### src/rtl/amo_unit.sv
// Atomic memory operation sequencer: runs LR/SC/AMO read-modify-write
// sequences on the data bus and holds the LR/SC reservation.
module amo_unit (
  input  logic        clk,
  input  logic        rst,
  input  logic        amo_req,
  input  logic [4:0]  amo_funct5,
  input  logic        amo_dw,
  input  logic [63:0] amo_addr,
  input  logic [63:0] amo_src,
  input  logic        resv_clr,
  output logic        amo_ack,
  output logic [63:0] amo_rd,
  output logic        amo_misalign,
  output logic [63:0] d_addr,
  output logic        d_rd,
  output logic        d_wr,
  output logic [7:0]  d_be,
  output logic [63:0] d_wdata,
  input  logic [63:0] d_rdata,
  input  logic        d_ack
);

  typedef enum logic [1:0] {S_IDLE, S_RD, S_WR, S_DONE} state_e;

  typedef enum logic [4:0] {
    OP_ADD  = 5'b00000,
    OP_SWAP = 5'b00001,
    OP_LR   = 5'b00010,
    OP_SC   = 5'b00011,
    OP_XOR  = 5'b00100,
    OP_OR   = 5'b01000,
    OP_AND  = 5'b01100,
    OP_MIN  = 5'b10000,
    OP_MAX  = 5'b10100,
    OP_MINU = 5'b11000,
    OP_MAXU = 5'b11100
  } op_e;

  state_e      state_q, state_d;
  op_e         op_q, op_d;
  logic        dw_q, dw_d;
  logic        hi_q, hi_d;
  logic [63:0] src_q, src_d;
  logic [63:0] old_q, old_d;
  logic        resv_v_q, resv_v_d;
  logic [60:0] resv_addr_q, resv_addr_d;
  logic        amo_ack_q, amo_ack_d;
  logic [63:0] amo_rd_q, amo_rd_d;
  logic        amo_misalign_q, amo_misalign_d;
  logic [63:0] d_addr_q, d_addr_d;
  logic        d_rd_q, d_rd_d;
  logic        d_wr_q, d_wr_d;
  logic [7:0]  d_be_q, d_be_d;
  logic [63:0] d_wdata_q, d_wdata_d;

  op_e         req_op;
  logic        req_mis;
  logic [31:0] rsel;
  logic [63:0] rword;
  logic [63:0] newv;

  // .W operands are sign-extended to 64 bits; only the low 32 bits of the
  // result are meaningful for .W and get replicated onto the bus.
  function automatic logic [63:0] amo_alu(op_e op, logic dw, logic [63:0] a, logic [63:0] b);
    logic        lt_s;
    logic        lt_u;
    logic [63:0] r;
    lt_s = dw ? ($signed(a) < $signed(b)) : ($signed(a[31:0]) < $signed(b[31:0]));
    lt_u = dw ? (a < b) : (a[31:0] < b[31:0]);
    case (op)
      OP_SWAP: r = b;
      OP_ADD:  r = a + b;
      OP_XOR:  r = a ^ b;
      OP_AND:  r = a & b;
      OP_OR:   r = a | b;
      OP_MIN:  r = lt_s ? a : b;
      OP_MAX:  r = lt_s ? b : a;
      OP_MINU: r = lt_u ? a : b;
      OP_MAXU: r = lt_u ? b : a;
      default: r = a;
    endcase
    return r;
  endfunction

  // Next-state, reservation and registered-output computation
  always_comb begin
    state_d        = state_q;
    op_d           = op_q;
    dw_d           = dw_q;
    hi_d           = hi_q;
    src_d          = src_q;
    old_d          = old_q;
    resv_v_d       = resv_v_q;
    resv_addr_d    = resv_addr_q;
    amo_ack_d      = 1'b0;
    amo_rd_d       = '0;
    amo_misalign_d = 1'b0;
    d_addr_d       = d_addr_q;
    d_rd_d         = 1'b0;
    d_wr_d         = 1'b0;
    d_be_d         = d_be_q;
    d_wdata_d      = d_wdata_q;

    req_op  = op_e'(amo_funct5);
    req_mis = amo_dw ? (amo_addr[2:0] != 3'b000) : (amo_addr[1:0] != 2'b00);
    rsel    = hi_q ? d_rdata[63:32] : d_rdata[31:0];
    rword   = dw_q ? d_rdata : {{32{rsel[31]}}, rsel};
    newv    = amo_alu(op_q, dw_q, rword, src_q);

    case (state_q)
      S_IDLE: begin
        if (amo_req) begin
          op_d     = req_op;
          dw_d     = amo_dw;
          hi_d     = amo_addr[2];
          src_d    = amo_src;
          d_addr_d = {amo_addr[63:3], 3'b000};
          d_be_d   = amo_dw ? 8'hFF : (amo_addr[2] ? 8'hF0 : 8'h0F);
          if (req_mis) begin
            state_d        = S_DONE;
            amo_ack_d      = 1'b1;
            amo_misalign_d = 1'b1;
          end else if (req_op == OP_SC) begin
            resv_v_d = 1'b0;
            if (resv_v_q && (resv_addr_q == amo_addr[63:3])) begin
              state_d   = S_WR;
              d_wr_d    = 1'b1;
              d_wdata_d = amo_dw ? amo_src : {2{amo_src[31:0]}};
            end else begin
              state_d   = S_DONE;
              amo_ack_d = 1'b1;
              amo_rd_d  = 64'd1;
            end
          end else begin
            state_d = S_RD;
            d_rd_d  = 1'b1;
          end
        end
      end
      S_RD: begin
        if (d_ack) begin
          old_d = rword;
          if (op_q == OP_LR) begin
            resv_v_d    = 1'b1;
            resv_addr_d = d_addr_q[63:3];
            state_d     = S_DONE;
            amo_ack_d   = 1'b1;
            amo_rd_d    = rword;
          end else begin
            state_d   = S_WR;
            d_wr_d    = 1'b1;
            d_wdata_d = dw_q ? newv : {2{newv[31:0]}};
          end
        end else begin
          d_rd_d = 1'b1;
        end
      end
      S_WR: begin
        if (d_ack) begin
          state_d   = S_DONE;
          amo_ack_d = 1'b1;
          amo_rd_d  = (op_q == OP_SC) ? 64'd0 : old_q;
        end else begin
          d_wr_d = 1'b1;
        end
      end
      default: state_d = S_IDLE;
    endcase

    // Applied last so an external clear overrides an LR setting the reservation
    if (resv_clr) resv_v_d = 1'b0;
  end

  // State, reservation and output registers with synchronous reset
  always_ff @(posedge clk) begin
    if (rst) begin
      state_q        <= S_IDLE;
      op_q           <= OP_ADD;
      dw_q           <= 1'b0;
      hi_q           <= 1'b0;
      src_q          <= '0;
      old_q          <= '0;
      resv_v_q       <= 1'b0;
      resv_addr_q    <= '0;
      amo_ack_q      <= 1'b0;
      amo_rd_q       <= '0;
      amo_misalign_q <= 1'b0;
      d_addr_q       <= '0;
      d_rd_q         <= 1'b0;
      d_wr_q         <= 1'b0;
      d_be_q         <= '0;
      d_wdata_q      <= '0;
    end else begin
      state_q        <= state_d;
      op_q           <= op_d;
      dw_q           <= dw_d;
      hi_q           <= hi_d;
      src_q          <= src_d;
      old_q          <= old_d;
      resv_v_q       <= resv_v_d;
      resv_addr_q    <= resv_addr_d;
      amo_ack_q      <= amo_ack_d;
      amo_rd_q       <= amo_rd_d;
      amo_misalign_q <= amo_misalign_d;
      d_addr_q       <= d_addr_d;
      d_rd_q         <= d_rd_d;
      d_wr_q         <= d_wr_d;
      d_be_q         <= d_be_d;
      d_wdata_q      <= d_wdata_d;
    end
  end

  assign amo_ack      = amo_ack_q;
  assign amo_rd       = amo_rd_q;
  assign amo_misalign = amo_misalign_q;
  assign d_addr       = d_addr_q;
  assign d_rd         = d_rd_q;
  assign d_wr         = d_wr_q;
  assign d_be         = d_be_q;
  assign d_wdata      = d_wdata_q;

endmodule

### config.mk
export PLATFORM = sky130hd
export DESIGN_NAME = amo_unit
export DESIGN_NICKNAME = d
export VERILOG_FILES = /design/src/rtl/amo_unit.sv
export SDC_FILE = /design/constraint.sdc
export NUM_CORES = 1
export LEC_CHECK = 0
export BUFFER_PORTS_ARGS = -buffer_cell sky130_fd_sc_hd__buf_2
export CORE_MARGIN = 4
export CORE_UTILIZATION = 24
export DETAILED_ROUTE_END_ITERATION = 12
export GPL_TIMING_DRIVEN = 0
export HOLD_SLACK_MARGIN = 0.1
export PLACE_DENSITY_LB_ADDON = 0.2
export SETUP_SLACK_MARGIN = 0.5
export SYNTH_ARGS = -nofsm -noshare
export SYNTH_HDL_FRONTEND = slang
export SYNTH_SLANG_ARGS = --single-unit
### constraint.sdc
create_clock -name clk -period 6 [get_ports clk]
set_input_delay 0.6 -clock clk [delete_from_list [all_inputs] [get_ports clk]]
set_output_delay 0.6 -clock clk [all_outputs]
set_load 0.05 [all_outputs]
# Word-level counts from Yosys, hierarchy flattened
# Index checks and enable logic that the tools add are counted.
# totals
register_bits	400
input_bits	203
elab_cells	127
# op_classes
n_bitwise	5
mux	65
n_reduce_logical	14
eq_ne	22
n_addsub	1
magnitude_cmp	4
# op_table
cell	count
64-bit two-way mux	17
64-bit case mux with 9 select lines	1
64-bit case mux with 3 select lines	1
64-bit less-than comparator	2
64-bit case mux with 2 select lines	1
64-bit adder	1
64-bit AND	1
32-bit less-than comparator	2
64-bit OR	1
64-bit XOR	1
61-bit == test	1
1-bit two-way mux	32
32-bit two-way mux	1
5-bit == test (second input constant)	4
8-bit two-way mux	2
2-bit != test (second input constant)	8
5-bit by 2-bit == test with 1-bit output (second input constant)	3
5-bit by 4-bit == test with 1-bit output (second input constant)	2
2-bit two-way mux	5
7-bit AND reduction	1
1-bit case mux with 3 select lines	2
2-bit case mux with 3 select lines	1
3-bit AND reduction	2
6-bit AND reduction	1
other kinds (14)	18

# Depth between registers and ports, before layout
# Gate-level depths: netlist of run 1.
# depth
ltp_word	10
ltp_mapped	23
mapped_depth_nobuf	19

# Worst setup path after synthesis of run 1
# Ideal clock, no wire load.
# synth_timing
path_type	reg-to-reg
start	register dw_q
end	register d_wdata_q[54] (netlist: d_wdata[54])
setup_time_ns	0.133
arrival_time_ns	5.299
stages_incl_launch_ff	22
required_time_ns	5.867
setup_slack_ns	0.568
n_path_buf	3
path_cell_list	dfxtp_1 > clkbuf_1 > inv_1 > nand2_1 > buf_1 > clkbuf_1 > mux2i_1 > inv_1 > fa_1 > a21o_1 > a311o_1 > a31oi_1 > a21oi_1 > a31oi_1 > o41ai_1 > a311oi_2 > o21ai_1 > a41oi_1 > xor2_1 > nor3_1 > nor4_1 > a311oi_1
# synth_via
elab_chain_cells	9
# synth_rtl
item	line_no	text
from (decl)	42	logic dw_q, dw_d;
from (signal assigned)	197	dw_q <= dw_d;
64-bit two-way mux (*)	108	rword = dw_q ? d_rdata : {{32{rsel[31]}}, rsel};
net rword[1]	60	logic [63:0] rword;
64-bit less-than comparator, or another cell as far along	70	lt_u = dw ? (a < b) : (a[31:0] < b[31:0]);
1-bit two-way mux (on tied branches)	70, 69	
64-bit two-way mux (on tied branches)	n/a	
64-bit case mux with 9 select lines (*)	71	case (op)
64-bit two-way mux (*)	153	d_wdata_d = dw_q ? newv : {2{newv[31:0]}};
64-bit two-way mux (*)	144	if (op_q == OP_LR) begin
64-bit two-way mux (*)	142	if (d_ack) begin
64-bit case mux with 2 select lines (*)	111	case (state_q)
to (signal assigned)	210	d_wdata_q <= d_wdata_d;
to (decl)	55	logic [63:0] d_wdata_q, d_wdata_d;
# The timed path passes the listed nets; every way through them passes the cells marked *. The select of a mux whose other input is x is not followed.
# A chain may end at the register's enable or synchronous reset.

# Worst setup path after layout of run 1
# layout_timing
start	register op_q[2]
end	register d_wdata_q[42] (netlist: d_wdata[42])
# layout_via
elab_chain_cells	6
# layout_rtl
item	line_no	text
from (decl)	41	op_e op_q, op_d;
from (signal assigned)	196	op_q <= op_d;
5-bit == test, or another cell as far along	71	
64-bit case mux with 9 select lines	71	
64-bit two-way mux	153	
64-bit two-way mux	144	
64-bit two-way mux	142	
64-bit case mux with 2 select lines	111	
# Several ways; a longest one is shown, not always the timed one. The select of a mux whose other input is x is not followed.

==> metrics.md, run 1 <==
| Metric | Value |
|---|---|
| Floorplan core area | 105600 um2 |
| Area of all placed cells without fillers | 34600 um2 |
| Total number of H-tree levels | 2 |
| Violated checks | capacitance limit, slew limit |
| Kind of end point of the critical path | flip-flop |
| Total negative setup slack | 0 ns |
| Clock latency at the later pin of the worst-skew pair | slightly below 0.7 ns |
| CP max-delay cell | sky130_fd_sc_hd__clkbuf_1 |
| Number of nets still failing antenna checks after routing | 0 |
| Kind of critical path | reg -> reg |
| Critical Path Start Type | flip-flop |
| Vias in the first global route | about 29000 |
| Cells after synthesis | between 3000 and 4000 |
| P&R area growth vs syn | 35.40% |
| Post-detailed-route wirelength per cell | 33.40 um |
| Net count of the finished layout | about 4400 |
| Slew Limit Headroom | -6.522% |
| Number of antenna violations at the first check in global routing | 34 |
| Max-Cap Viols | 2 |
| First-pass GRT wire length | 243400 um |
| Root Buffer | sky130_fd_sc_hd__clkbuf_16 |
| Ys flop type | sky130_fd_sc_hd__dfxtp_1 |
| DRC violation count after routing | 0 |
| Required time of the critical path | 6.55 ns |
| Maximum number of pins on one net before global-route repair | 17 |
| Die Wd | around 330 um |
| Final critical delay including setup and external delays | about 6 ns |
| Tot GR Track Use | 31.20% |
| Cell mode on critical path | sky130_fd_sc_hd__clkbuf_1 |
| Bufs on Longest Clock Path | 3 |
| Family with the most delay on the worst path | buffers and inverters |
| Cell Int Power | about 0.0075 W |
| Count of buffering cells on the critical path with inverters included | 4 |
| Num Clock Sinks | around 400 |
| Final global-route overflow total | 0 |
| CTS tree | done |
| Number of warning messages in the yosys log | 0 |
| Instance area at placement | 29490 um2 |
| Synth cell types | a little over 90 |
| Routed Wire Length | 182900 um |
| Average instance area after synthesis | around 7.4 um2 |
| Estimated wirelength of the detail-placed design | about 150000 um |
| Clock input transition at the sequential cells of the worst setup and hold paths | about 0.06 ns |
| Critical Path AT | 6.39 ns |
| Number of buffer cells added on primary ports | around 400 |
| EDFF count, synth | 0 |
| Total clock buffers created by CTS | 50 |
| Gpl congestion | 1.044 |
| Netlist area before placement | between 20000 and 30000 um2 |
| Flop pwr share | between 20% and 30% |
| Vias | 30807 |
| Final hold viol count | 0 |
| First-pass detailed-route iteration total | 8 |
| Cell chain of the critical path | clkbuf_1 > clkbuf_1 > clkbuf_2 > clkbuf_1 > o21ai_0 > a221oi_1 > o221ai_1 > a221oi_4 > nor3_1 |
| Die boundary height | about 330 um |
| Final worst setup slack | around 0.17 ns |
| Final-report setup violation count | 0 |
| Share of async-settable or async-resettable flops after synthesis | 0% |
| Count of standard-cell rows | ~120 |
| IO Count | 407 |
| Number of DRC markers after the initial detailed-route iteration | slightly below 4000 |
| Hold WC Path Type | in -> reg |
| Power spent charging and discharging nets | ~0.0086 W |
| Fillers | between 10000 and 15000 |
| Share of post-route cells with drive strength above 1 | approximately a quarter |
| Starting utilization of the core area | around a quarter |
| Post-placement setup slack | -3.767 ns |
| Status | complete, but fails checks |
| Actual transition at the worst max-transition pin | between 1.5 and 2 ns |
| Sequential area share after synthesis | between 30% and 40% |
| Max Clock Skew | about 0.06 ns |
| Highest ir drop seen on vdd | between 0.0002 and 0.00025 V |
| Longest individual stage delay on the worst path | between 1 and 1.5 ns |
| Max FO, Critical Path | 10 |
| Tightest hold margin | ~0.17 ns |
| Unrepaired setup endpoints after global routing | yes |
| Share of power burned in the clock network | about a fifth |
| Share of the clock period used by the worst path after layout | 97.22% |
| Switching part of the total power | ~53% |
| Cell area power density | 466.6 nW/um2 |
| Portion of total power attributed to combinational logic | 58.3% |
| Register bit total from synthesis | a little under 400 |
| Total die area | between 100000 and 150000 um2 |
| Via density per instance | approximately 5.6 |
| Number of max-slew violations in the final report | 22 |
| Pleak | approximately 14 nW |
| Maximum achievable frequency | approximately 170 MHz |
[power groups by stage]
stage | Combinational (W) | Sequential, W | Clock (W)
2_1_floorplan | 0.00378 | 0.00412 | 0
3_3_place_gp | 0.00783 | 0.00353 | 0
3_5_place_dp | 0.00784 | 0.00353 | 0
4_1_cts | 0.00853 | 0.00348 | 0.00327
5_1_grt | 0.00966 | 0.00353 | 0.00337
6_report | 0.00941 | 0.00351 | 0.00322
[logic make-up (layout without fill, tap and decap cells)]
kind of cell	count (synthesis)	in the layout	synth area share [%]
AND/OR/NAND/NOR	1099	1099	17.96
other	1	23	0.01468
multiplexers	72	72	2.835
adder cells (fa/ha/maj)	197	197	9.676
flip-flops	394	394	30.87
buffers and inverters	461	1089	7.198
AO/OA/AOI/OAI	1113	1113	28.08
XOR/XNOR	98	98	3.359
[per-layer routing]
layer | vias up | GRT usage (%) | share of wire [%]
li1 | 13299 | - | -
met1 | 15059 | 40.61 | 41
met2 | 1975 | 45.65 | 41
met3 | 444 | 10.78 | 12
met4 | 30 | 15.80 | 6.0
met5 | - | 0 | 0.11
[worst register-to-register path, delay by kind of cell, from the launching register on]
kind            cells  cell delay [ns]
simple gates        1             0.09
buf+inv             4             3.48
compound gates      4             1.64
flops               1             0.49
[through the flow]
step / util (%) / total power [W] / instances
finish: 32.77 / 0.01614 / 5476
global route: 32.73 / 0.01656 / 5460
CTS: 31.38 / 0.01529 / 5393
detailed placement: 27.94 / 0.01137 / 5239
global placement: 27.76 / 0.01135 / 5229
floorplan: - / 0.007902 / 3437
[final timing paths]
check | from | to | slack, ns | cells past startpoint
max | op_q[2] | d_wdata[42] | 0.17 | 9
min | amo_src[63] | src_q[63] | 0.17 | 3
max reg2reg | op_q[2] | d_wdata[42] | 0.17 | 9
min reg2reg | d_addr[16] | resv_addr_q[13] | 0.46 | 2
[flip-flops by register name, indices dropped and copies added (netlist names), 2 cells and up]
signal	count
d_wdata	64
amo_rd	64
d_be	2
state_q	2
resv_addr_q	61
d_addr	61
old_q	64
op_q	5
src_q	64
[synth_stat cells (33+ instances only)]
cell type	n	area [um2]
sky130_fd_sc_hd__clkbuf_1	212	795.8
sky130_fd_sc_hd__nand4_1	33	206.5
sky130_fd_sc_hd__inv_1	178	668.1
sky130_fd_sc_hd__a21oi_1	433	2167
sky130_fd_sc_hd__dfxtp_1	394	7888
sky130_fd_sc_hd__nor3_1	50	250.2
sky130_fd_sc_hd__a21o_1	37	277.8
sky130_fd_sc_hd__o211ai_1	33	247.7
sky130_fd_sc_hd__xnor2_1	44	385.4
sky130_fd_sc_hd__mux2i_1	69	690.7
sky130_fd_sc_hd__a22oi_1	77	578.1
sky130_fd_sc_hd__nand2_1	546	2049
sky130_fd_sc_hd__o21ai_0	138	690.7
sky130_fd_sc_hd__xor2_1	54	473.0
sky130_fd_sc_hd__ha_1	196	2452
sky130_fd_sc_hd__a211oi_1	101	758.2
sky130_fd_sc_hd__nor2_1	345	1295
[area by class of cell]
class                           instances  area, um2  area share, %
Antenna cell                           20      50.05         0.1447
Tap cell                             1391       1740          5.031
Timing Repair Buffer                  541       3476          10.05
Buffer                                277       1409          4.072
Sequential cell                       394       7895          22.82
Inverter                              184      715.7          2.069
Multi-Input combinational cell       2582      17610          50.91
Clock inverter                         19      247.7         0.7161
Clock buffer                           68       1449          4.188
[repair_timing]
action,4_1_cts,5_1_grt
setup endpoints to repair,64,60
hold buffers,1,0
setup buffers,65,62
endpoints found under the hold margin,1,0
gates cloned,1,1
pin swaps,36,74
resized for setup,268,171
[layout by cell type, fill, tap and decap left out, types with 45 or more instances in the layout]
cell type,n
sky130_fd_sc_hd__buf_2,419
sky130_fd_sc_hd__dfxtp_1,392
sky130_fd_sc_hd__ha_1,188
sky130_fd_sc_hd__a211oi_1,88
sky130_fd_sc_hd__clkbuf_1,187
sky130_fd_sc_hd__o21ai_0,125
sky130_fd_sc_hd__nand2_1,542
sky130_fd_sc_hd__xor2_1,53
sky130_fd_sc_hd__clkbuf_16,52
sky130_fd_sc_hd__inv_1,170
sky130_fd_sc_hd__a21oi_1,383
sky130_fd_sc_hd__nor3_1,45
sky130_fd_sc_hd__buf_4,112
sky130_fd_sc_hd__nor2_1,338
sky130_fd_sc_hd__a22oi_1,75
Note: power is estimated with default switching activity, not from simulation.
==> run 2, diff against run 1 <==
--- a/config.mk
+++ b/config.mk
@@ -9,7 +9,6 @@
 export CORE_MARGIN = 4
 export CORE_UTILIZATION = 24
 export DETAILED_ROUTE_END_ITERATION = 12
-export GPL_TIMING_DRIVEN = 0
 export HOLD_SLACK_MARGIN = 0.1
 export PLACE_DENSITY_LB_ADDON = 0.2
 export SETUP_SLACK_MARGIN = 0.5
==> run 2 against run 1 <==
  * The run now ends clean
  * Count of clock-buffer cells in the layout is 7 higher
  * Die area is the same
  * Highest routed layer unchanged
  * First-iteration DRC count shrank 20%
  * Critical endpoint is now d_wdata[48]
  * Power fell by 9.3%
  * Fmax grew 9.0%
  * Largest power group unchanged
  * Sequential power fell by 1%
  * Flip-flop and latch count stayed put
  * Hold slack improved by 0.016 ns
  * Clock skew is 0.023 ns lower
  * Cell count fell by 3.1%
==> metrics.md, run 2 (synthesis gave the netlist of run 1 again) <==
| Metric | Value |
|---|---|
| Kind of critical path | reg -> reg (unchanged) |
| Setup crit start | dw_q (was op_q[2]) |
| Estimated wirelength of the detail-placed design | 118700 um (was 145200 um) |
| Net count of the finished layout | 4264 (was 4430) |
| Via density per instance | 5.354 (was 5.626) |
| Vias | 28397 (was 30807) |
| Floorplan core area | 105600 um2 (unchanged) |
| DRC violation count after routing | 0 (unchanged) |
| Kind of end point of the critical path | flip-flop (unchanged) |
| Maximum achievable frequency | 186.8 MHz (was 171.4 MHz) |
| Starting utilization of the core area | 24.20% (unchanged) |
| Cell chain of the critical path | inv_1 > nand2_2 > buf_12 > buf_4 > mux2i_1 > buf_4 > inv_1 > fa_1 > a21o_1 > a311o_1 > a31oi_1 > buf_4 > a211oi_1 > o211ai_1 > nand2_1 > buf_4 > a31oi_1 > o21ai_0 > xor2_1 > nand2_1 > o211ai_1 > buf_4 > a31oi_2 > nor3_1 (was clkbuf_1 > clkbuf_1 > clkbuf_2 > clkbuf_1 > o21ai_0 > a221oi_1 > o221ai_1 > a221oi_4 > nor3_1) |
| Critical Path Start Type | flip-flop (unchanged) |
| Number of buffer cells added on primary ports | 403 (was 401) |
| Total number of H-tree levels | 2 (unchanged) |
| First-pass GRT wire length | 214500 um (was 243400 um) |
| Share of the clock period used by the worst path after layout | 89.21% (was 97.22%) |
| Unrepaired setup endpoints after global routing | yes (unchanged) |
| Max FO, Critical Path | 16 (was 10) |
| Num Clock Sinks | 394 (unchanged) |
| Final hold viol count | 0 (unchanged) |
| Bufs on Longest Clock Path | 3 (unchanged) |
| Register-to-Register Setup Slack | 0.65 ns (was 0.17 ns) |
| CTS tree | done (unchanged) |
| Count of buffering cells on the critical path with inverters included | 8 (was 4) |
| Instance area at placement | 30280 um2 (was 29490 um2) |
| Area of all placed cells without fillers | 32310 um2 (was 34600 um2) |
| Die boundary height | 334.3 um (unchanged) |
| Root Buffer | sky130_fd_sc_hd__clkbuf_16 (unchanged) |
| Worst r2r src | dw_q (was op_q[2]) |
| Cell area power density | 453.1 nW/um2 (was 466.6 nW/um2) |
| Maximum number of pins on one net before global-route repair | 110 (was 17) |
| Vias in the first global route | 27029 (was 28563) |
| CP max-delay cell | sky130_fd_sc_hd__fa_1 (was sky130_fd_sc_hd__clkbuf_1) |
| Most frequent cells in the layout | sky130_fd_sc_hd__nand2_1 (542), sky130_fd_sc_hd__a21oi_1 (410), sky130_fd_sc_hd__buf_2 (402) (was sky130_fd_sc_hd__nand2_1 (542), sky130_fd_sc_hd__buf_2 (419), sky130_fd_sc_hd__dfxtp_1 (392)) |
| Post-detailed-route wirelength per cell | 29.26 um (was 33.40 um) |
| Tot GR Track Use | 26.60% (was 31.20%) |
| P&R area growth vs syn | 26.47% (was 35.40%) |
| Total die area | 111700 um2 (unchanged) |
| Count of standard-cell rows | 119 (unchanged) |
| Final critical delay including setup and external delays | 5.352 ns (was 5.833 ns) |
| Fillers | 11632 (was 11528) |
| Critical Path AT | 5.88 ns (was 6.39 ns) |
| Total negative setup slack | 0 ns (unchanged) |
| Number of antenna violations at the first check in global routing | 39 (was 34) |
| Number of DRC markers after the initial detailed-route iteration | 3087 (was 3881) |
| Routed Wire Length | 155200 um (was 182900 um) |
| Final global-route overflow total | 0 (unchanged) |
| Share of post-route cells with drive strength above 1 | 21.36% (was 23.49%) |
| Die Wd | 334.3 um (unchanged) |
| Hold WC Path Type | in -> reg (unchanged) |
| Sum of internal, switching and leakage power | 0.01464 W (was 0.01614 W) |
| Gpl congestion | 0.9973 (was 1.044) |
| Highest ir drop seen on vdd | 0.0002078 V (was 0.0002450 V) |
| Family with the most delay on the worst path | compound AO/OA/AOI/OAI gates (was buffers and inverters) |
| Longest individual stage delay on the worst path | 0.43 ns (was 1.02 ns) |
| Status | finished, final reports clean (was complete, but fails checks) |
| Actual transition at the worst max-transition pin | 1.254 ns (was 1.598 ns) |
| Hold path startpoint | amo_addr[36] (was amo_src[63]) |
| Slew Limit Headroom | 16.30% (was -6.522%) |
| Pleak | 13.60 nW (was 13.89 nW) |
| Sequential cell area | 7893 um2 (was 7895 um2) |
| Cell mode on critical path | sky130_fd_sc_hd__buf_4 (was sky130_fd_sc_hd__clkbuf_1) |
| Total clock buffers created by CTS | 52 (was 50) |
| Final-report setup violation count | 0 (unchanged) |
| Required time of the critical path | 6.52 ns (was 6.55 ns) |
| Number of max-slew violations in the final report | 0 (was 22) |
| First-pass detailed-route iteration total | 9 (was 8) |
| IO Count | 407 (unchanged) |
| Most common cell after layout, fill and taps aside | sky130_fd_sc_hd__nand2_1 (unchanged) |
| Clock input transition at the sequential cells of the worst setup and hold paths | 0.07 ns (was 0.06 ns) |
| Max Clock Skew | 0.03601 ns (was 0.05897 ns) |
| Max-Cap Viols | 0 (was 2) |
| Total area of multi-input combinational cells | 16150 um2 (was 17610 um2) |
| Clock latency at the later pin of the worst-skew pair | 0.68 ns (was 0.69 ns) |
| Number of nets still failing antenna checks after routing | 0 (unchanged) |
-- run 2: cell count changes in the layout (fill, tap and decap cells not counted), sizes merged --
cell,delta
clkdlybuf4s15,-1
buf,+46
inv,+5
clkbuf,-206
clkinvlp,-5
diode,-7
clkinv,-4
-- run 2: per-layer routing --
layer | up-vias | routed length, um | part of all wire [%] | GRT usage [%]
li1 | 12942 | - | - | -
met5 | - | 263 | 0.17 | 0
met2 | 1344 | 65980 | 43 | 40.44
met3 | 248 | 17840 | 11 | 9.897
met4 | 46 | 6002 | 3.9 | 9.098
met1 | 13817 | 65130 | 42 | 34.62
-- run 2: area by class of cell --
cell class              count  share of cell area, %
well taps                1391                  5.386
multi-input cells        2582                  49.99
diodes                     13                 0.1007
inverters                 184                  2.145
clock inverters            15                 0.7008
clock buffers              75                  4.666
repair buffers            650                  12.58
flip-flops and latches    394                  24.42
-- run 2: repair_timing --
item | in CTS | in global routing
hold endpoints to repair | 1 | 0
pin swaps | 0 | 2
buffers inserted | 0 | 3
resized for setup | 8 | 48
cloned | 0 | 0
hold buffers | 1 | 0
endpoints found under the setup margin | 17 | 58
-- run 2: worst reg2reg max path: cells and delay by family, from the launching register on --
family | cells | cell delay (ns)
AO/OA/AOI/OAI | 9 | 2.26
flip-flops | 1 | 0.35
AND/OR/NAND/NOR | 4 | 0.41
buffers and inverters | 8 | 1.31
multiplexers | 1 | 0.27
XOR/XNOR | 1 | 0.17
adder cells (fa/ha/maj) | 1 | 0.43
-- run 2: final timing paths --
check / to / cells after the start
worst min register to register: resv_addr_q[14] / 2
worst max register to register: d_wdata[48] / 24
worst min-delay path: d_addr[36] / 3
worst max-delay path: d_wdata[48] / 24
-- run 2: report_power, final --
| group | internal [W] | total (W) | leakage [nW] | switching [W] |
|---|---|---|---|---|
| sequential | 0.00304 | 0.00347 | 3.21 | 0.000430 |
| combinational | 0.00234 | 0.00791 | 9.57 | 0.00557 |
| clock | 0.00187 | 0.00327 | 0.825 | 0.00139 |
| total | 0.00725 | 0.0146 | 13.6 | 0.00739 |
-- run 2: through the flow --
| step | hold WS (ns) | util, % | std cells | worst slack [ns] |
|---|---|---|---|---|
| 6_report | 0.1840 | 30.61 | 5304 | 0.6476 |
| 5_1_grt | 0.1543 | 30.58 | 5292 | 0.4339 |
| 4_1_cts | 0.1272 | 30.36 | 5288 | 0.5174 |
| 3_3_place_gp | 0.4413 | 28.68 | 5197 | 0.07639 |
| 3_5_place_dp | 0.4464 | 28.68 | 5197 | 0.1160 |
| 2_1_floorplan | 0.4363 | - | 3437 | 0.5682 |
